<file path="config.mk">
export PLATFORM = sky130hd
export DESIGN_NAME = scan_decoder
export DESIGN_NICKNAME = d
export VERILOG_FILES = /design/src/rtl/scan_dec_pkg.sv /design/src/rtl/scan_dwell_timer.sv /design/src/rtl/scan_decoder.sv
export SDC_FILE = /design/constraint.sdc
export NUM_CORES = 1
export LEC_CHECK = 0
export BUFFER_PORTS_ARGS = -buffer_cell sky130_fd_sc_hd__buf_2
export CORE_UTILIZATION = 45
export DETAILED_ROUTE_END_ITERATION = 8
export PLACE_DENSITY = 0.65
export REMOVE_ABC_BUFFERS = 1
export SLEW_MARGIN = 20
export SYNTH_ARGS = -nofsm -noshare
export SYNTH_HDL_FRONTEND = slang
export SYNTH_SLANG_ARGS = --single-unit
</file>
<file path="constraint.sdc">
create_clock -name clk -period 5.9 [get_ports clk]
set_input_delay 1.18 -clock clk [delete_from_list [all_inputs] [get_ports clk]]
set_output_delay 1.18 -clock clk [all_outputs]
set_load 0.05 [all_outputs]
</file>
<file path="src/rtl/scan_dec_pkg.sv">
// Shared types and constants for the scan decoder.
package scan_dec_pkg;

  // Controller states.
  typedef enum logic [1:0] {
    IDLE   = 2'd0,
    DIRECT = 2'd1,
    SCAN   = 2'd2
  } state_e;

  // Values of the mode input.
  localparam logic MODE_DIRECT = 1'b0;
  localparam logic MODE_SCAN   = 1'b1;

endpackage

</file>
<file path="src/rtl/scan_dwell_timer.sv">
// Dwell timer: counts 0..dwell while running and pulses step on the last count.
// The dwell limit is sampled only when the count is at 0, so a change made
// part-way through a step applies from the following step.
module scan_dwell_timer #(
  parameter int unsigned DWELL_W = 8
) (
  input  logic               clk,
  input  logic               rst_n,
  input  logic               clear,
  input  logic               run,
  input  logic [DWELL_W-1:0] dwell,
  output logic               step
);

  logic [DWELL_W-1:0] count_q, count_d;
  logic [DWELL_W-1:0] limit_q, limit_d;
  logic [DWELL_W-1:0] limit;

  // Next count, latched limit and the step pulse.
  always_comb begin
    limit   = (count_q == '0) ? dwell : limit_q;
    step    = run && (count_q == limit);
    count_d = count_q;
    limit_d = limit_q;
    if (clear) begin
      count_d = '0;
    end else if (run) begin
      if (count_q == '0) begin
        limit_d = dwell;
      end
      count_d = step ? '0 : count_q + DWELL_W'(1);
    end
  end

  // Counter and latched limit registers.
  always_ff @(posedge clk or negedge rst_n) begin
    if (!rst_n) begin
      count_q <= '0;
      limit_q <= '0;
    end else begin
      count_q <= count_d;
      limit_q <= limit_d;
    end
  end

endmodule

</file>
<file path="src/rtl/scan_decoder.sv">
// One-hot decoder with a direct-select mode and a timed scanning mode.
// All outputs are registered; onehot/valid are computed from next-state values
// so they always agree with the idx and state shown in the same cycle.
module scan_decoder
  import scan_dec_pkg::*;
#(
  parameter  int unsigned SEL_W   = 4,
  parameter  int unsigned DWELL_W = 8,
  localparam int unsigned OUT_N   = 1 << SEL_W
) (
  input  logic               clk,
  input  logic               rst_n,
  input  logic               en,
  input  logic               mode,
  input  logic               load,
  input  logic [SEL_W-1:0]   sel_in,
  input  logic [DWELL_W-1:0] dwell,
  output logic [OUT_N-1:0]   onehot,
  output logic [SEL_W-1:0]   idx,
  output logic               valid,
  output logic               wrap
);

  state_e             state_q, state_d;
  logic [SEL_W-1:0]   idx_q, idx_d;
  logic [OUT_N-1:0]   onehot_q, onehot_d;
  logic               valid_q, wrap_q, wrap_d;
  logic               run, step;

  // Timer only runs while staying in SCAN without a load; anything else
  // (mode change, entry from IDLE, load, disable) restarts the step.
  assign run = en && (mode == MODE_SCAN) && (state_q == SCAN) && !load;

  scan_dwell_timer #(
    .DWELL_W (DWELL_W)
  ) u_dwell_timer (
    .clk   (clk),
    .rst_n (rst_n),
    .clear (!run),
    .run   (run),
    .dwell (dwell),
    .step  (step)
  );

  // Next state, next index and wrap detection.
  always_comb begin
    state_d = state_q;
    idx_d   = idx_q;
    wrap_d  = 1'b0;
    if (!en) begin
      state_d = IDLE;
    end else if (mode == MODE_DIRECT) begin
      state_d = DIRECT;
      if (load) begin
        idx_d = sel_in;
      end
    end else begin
      state_d = SCAN;
      if (load) begin
        idx_d = sel_in;
      end else if (run && step) begin
        idx_d  = idx_q + SEL_W'(1);
        wrap_d = &idx_q;
      end
    end
    onehot_d = (state_d != IDLE) ? (OUT_N'(1) << idx_d) : '0;
  end

  // State and registered outputs.
  always_ff @(posedge clk or negedge rst_n) begin
    if (!rst_n) begin
      state_q  <= IDLE;
      idx_q    <= '0;
      onehot_q <= '0;
      valid_q  <= 1'b0;
      wrap_q   <= 1'b0;
    end else begin
      state_q  <= state_d;
      idx_q    <= idx_d;
      onehot_q <= onehot_d;
      valid_q  <= (state_d != IDLE);
      wrap_q   <= wrap_d;
    end
  end

  assign onehot = onehot_q;
  assign idx    = idx_q;
  assign valid  = valid_q;
  assign wrap   = wrap_q;

endmodule
</file>
Word level (Yosys, flattened, before mapping). Index checks and enable logic that the tools add are counted.

Add/subtract/negate cells: 2. Eq/ne operators: 2. Shift operators: 1. Multiplexer cells: 15. Reductions and logical operators: 9.

Operator list (count): $mux 8 (3); $mux 4 (5); $mux 16 (1); $shl 1x4->16 const A (1); $add 8x1->8 const B (1); $eq 8x8->1 (1); $logic_not 8->1 (1); $logic_and 1x1->1 (5); $add 4x1->4 const B (1); $mux 1 (4); $mux 2 (2); $reduce_and 4->1 (1); $eq 2x2->1 const B (1); $reduce_bool 2->1 (1); $logic_not 1->1 (1).

Register bits: 40. Word-level logic and storage cells: 36.

Logic depth before layout (Yosys ltp).
Depth in word-level cells: 11. Gate-level depth with buffers: 11.

Hierarchy. From an unflattened synthesis, not the netlist that was laid out.

Cell total of the unflattened synthesis: 212. Area total of the unflattened synthesis: 2177.1 um^2.

Modules (own cells, without submodules): scan_dwell_timer (instances 1, cells an instance 124, area an instance 1138.6 um^2, seq. area each 400.4 um^2); scan_decoder (instances 1, cells an instance 88, area an instance 1038.5 um^2, seq. area each 600.6 um^2).

Worst setup path after synthesis. OpenSTA, ideal clock, no wires.

Path kind: input port to flip-flop. Start point: input port load. End point: register onehot_q[0] (netlist: onehot[0]). Setup time: 0.140 ns. Data arrival time: 2.691 ns. Required time: 5.760 ns. Setup slack: 3.068 ns. Stages on the path: 9. Buffers on the path: 1. Cells stage by stage: nand3b_1 -> nor3b_1 -> and3_1 -> o211ai_1 -> mux2i_1 -> o21a_1 -> buf_4 -> inv_2 -> nor3_1.

Word-level cells in the longest chain between the ends: 10.

Ends and longest elaborated chain: start, declared (line scan_decoder.sv:15) `input logic load,`; $logic_not 1->1 (line scan_decoder.sv:32) `assign run = en && (mode == MODE_SCAN) && (state_q == SCAN) && !load;`; $logic_and 1x1->1 (line scan_decoder.sv:32); $logic_and 1x1->1 (line scan_dwell_timer.sv:22) `step = run && (count_q == limit);`; $logic_and 1x1->1 (line scan_decoder.sv:61) `end else if (run && step) begin`; $mux 4 (line scan_decoder.sv:61); $mux 4 (line scan_decoder.sv:59) `if (load) begin`; $mux 4 (*) (line scan_decoder.sv:52) `end else if (mode == MODE_DIRECT) begin`; $mux 4 (*) (line scan_decoder.sv:50) `if (!en) begin`; named net idx_d[1] (line scan_decoder.sv:25) `logic [SEL_W-1:0] idx_q, idx_d;`; $shl 1x4->16 (*) (line scan_decoder.sv:66) `onehot_d = (state_d != IDLE) ? (OUT_N'(1) << idx_d) : '0;`; $mux 16 (*) (line scan_decoder.sv:66); named net onehot_d[0] (line scan_decoder.sv:26) `logic [OUT_N-1:0] onehot_q, onehot_d;`; end signal, assigned (line scan_decoder.sv:80) `onehot_q <= onehot_d;`; end, declared (line scan_decoder.sv:26).

Mark *: on every way through the listed nets, which the timed path passes. The rest lies on a longest branch. A chain may end at the register's enable or synchronous reset.

Worst setup path in the final report.
Start point: input port load. End point: register onehot_q[8] (netlist: onehot[8]).

Same word-level chain as after synthesis.

==> results by group <==
Status
  • Status: complete, no violations

Synth
  • Ys flop type: dfrtp_1
  • Post-synth cell types: 42
  • Post-synthesis instance total: 184
  • Synthesized flop and latch total: 40
  • EDFF count, synth: 0
  • Synth async-reset ratio: 1.000
  • Xor/xnor share of the synthesized area: 0.03121
  • Syn avg cell area: 10.68 um2
  • Main combinational cell family by area after synthesis: simple AND/OR/NAND/NOR gates
  • Sequential element share of the synthesized area: 0.5096
  • Simple-Gate Fraction of Synth Area: 0.2427
  • Syn. warnings: 0
  • Post-Synth Adder-Cell Area: 0.01911
  • Area fraction in compound gates after synthesis: 0.09745
  • Mux cell area share after synthesis: 0.06688
  • Synthesized cell area: 1964 um2

STA
  • Setup TNS: 0 ps
  • # setup viols final: 0
  • RSZ-0062 raised after global routing: false
  • Fmax: 0.3197 GHz
  • Worst-margin pin slew: 887.2 ps
  • Hold_ws: 511.2 ps
  • Final Critical Period: 3128 ps
  • Final hold violation count: 0
  • Final Max Slew Viols: 0
  • Final period util: 0.5302
  • Rel. slew slack: 0.4085
  • Max Clock Skew: 7.815 ps

GRT
  • Initial antenna violation count: 0
  • Largest net degree at the start of global routing: 41
  • First-pass GRT wire length: 6789 um
  • Via count of the first global-routing pass: 1385
  • Grt total ovfl: 0
  • GRT Overall Usage: 0.2028

Setup path
  • Worst Path Max Fanout: 11
  • CP top delay family: simple AND/OR/NAND/NOR gates
  • Arr. time, crit path: 3330 ps
  • Reg-to-reg startpoint: u_dwell_timer.count_q[0]
  • Critical path, cell by cell: buf_2 -> nand3b_1 -> nor3b_1 -> and3_1 -> o211ai_1 -> mux2i_1 -> o21a_1 -> inv_2 -> nor3_1
  • WP buf/inv: 2
  • Reg-to-reg slack, setup: 3160 ps
  • Critical path class: in2reg
  • FF-to-FF path depth: 10
  • Worst Setup Start Kind: input pin
  • CP max stage cell: nor3b_1
  • CP max stage delay: 350 ps
  • Worst r2r dst: onehot[8]
  • Data required time of the worst path: 6100 ps
  • Element type at the critical path end: register

Drt
  • DR vias: 1523
  • Vias/cell: 5.538
  • Total Wirelength: 4184 um
  • Post-route ant nets: 0
  • Number of DRC markers in iteration 0: 91
  • Drt pass-1 iters: 4
  • # DRC: 0
  • Wire per inst: 15.21 um

Final layout
  • Final instance area: 2310 um2
  • N_diodes: 0
  • Most common cell after layout, fill and taps aside: dfrtp_1
  • Multi-input combinational cell area: 898.4 um2
  • Layout cells sized above 1: 0.2844
  • Sequential Area: 1001 um2
  • Area growth syn-to-layout: 17.58%
  • Filler cells: 375
  • Most frequent cells in the layout: 40 x dfrtp_1, 38 x buf_2, 16 x nor3_1, 15 x nand2b_1, 12 x nor2_1
  • Nets@finish: 244

Min path
  • Hold Path End: u_dwell_timer.limit_q[4]
  • Hold Startpoint: u_dwell_timer.limit_q[4]
  • Hold crit path type: reg2reg
  • Hold Crit Depth: 1

Die
  • Initial Util: 0.4807
  • Io pins: 39
  • Die area: 4634 um2
  • Row count: 23
  • Die Width: 68.07 um
  • Die H: 68.07 um
  • Core ar.: 4086 um2

Power and ir drop
  • Leak pwr: 1.115 nW
  • PD cells: 287.0 nW/um2
  • Final Power: 0.6628 mW
  • Max VDD drop: 0.0001780 V

Placement
  • Port bufs: 38
  • Final Wtd Congestion: 0.9281
  • Placed Area: 2193 um2
  • Hpwl dp: 3076 um

Clocking
  • H-Tree Depth: 2
  • Post-CTS repair timing setup buffer count: 0
  • Clock-pin slew on the worst setup and hold paths: 80 ps
  • CTS tree: yes
  • Clk_lat worst skew: 300 ps
  • Post-CTS Hold Buffers: 0
  • Root Buffer: clkbuf_8
  • Cts repair resizes: 0
  • Clock buffer count from CTS: 5
  • Clock buffer depth: 2
  • Sink Count: 40

Job
  • Max-cap viol count: 0
metal layers:
metal | wire length, um | track usage | vias to the layer above
li1 | - | - | 734
met3 | 167 | 0.05000 | 8
met2 | 1997 | 0.3211 | 34
met4 | 69 | 0.07031 | 0
met5 | 0 | 0 | -
met1 | 1949 | 0.2689 | 747
kinds of logic (layout without fill, tap and decap cells):
| family | count (synthesis) | in the layout |
|---|---|---|
| buf+inv | 16 | 57 |
| fa+ha+maj | 3 | 3 |
| mux | 12 | 12 |
| xor+xnor | 7 | 7 |
| simple gates | 81 | 81 |
| flops | 40 | 40 |
| compound gates | 25 | 25 |
cells in the mapped netlist (3+ instances only):
library cell  number  share of area
inv_1             10          0.019
mux2_2             9          0.052
ha_1               3          0.019
mux2i_1            3          0.015
nand2_1            7          0.013
xnor2_1            6          0.027
nor2_1            12          0.023
clkbuf_1           3         0.0057
o21ai_0            4          0.010
and3_1             8          0.025
and2_1             3         0.0096
nor3_1            16          0.041
a21oi_1            4          0.010
nand2b_1          15          0.048
dfrtp_1           40           0.51
nand3_1            9          0.023
where the power goes:
part	switching (mW)	internal, mW
Sequential	0.0171	0.296
Clock	0.103	0.127
Combinational	0.0787	0.0412
sequential cells by signal (all words and copies together) (netlist names):
register               flops
idx                        4
onehot                    16
state_q                    2
u_dwell_timer.count_q      8
u_dwell_timer.limit_q      8
valid                      1
wrap                       1
area by class of cell:
cell class,count,share of cell area
Tap cell,50,0.02709
Timing Repair Buffer,38,0.08234
Multi-Input combinational cell,128,0.3889
Sequential cell,40,0.4334
Inverter,11,0.01788
Clock buffer,5,0.02979
Clock inverter,3,0.02059
per-stage QoR:
stage / setup WS (ps) / utilization / std cells
floorplan: 3047 / - / 179
global placement: 2583 / 0.5367 / 267
detailed placement: 2474 / 0.5367 / 267
CTS: 2769 / 0.5652 / 275
global route: 2485 / 0.5652 / 275
finish: 2772 / 0.5652 / 275
worst max path at each step:
stage | start | endpoint | slack (ps) | cells past startpoint
6_report | load | onehot[8] | 2770 | 9
5_1_grt | load | onehot[8] | 2490 | 9
4_1_cts | load | onehot[8] | 2770 | 9
3_5_place_dp | load | onehot[8] | 2470 | 9
3_3_place_gp | load | onehot[4] | 2580 | 9
2_1_floorplan | load | onehot[13] | 3050 | 8
No activity file was read; power rests on OpenSTA's default activity.
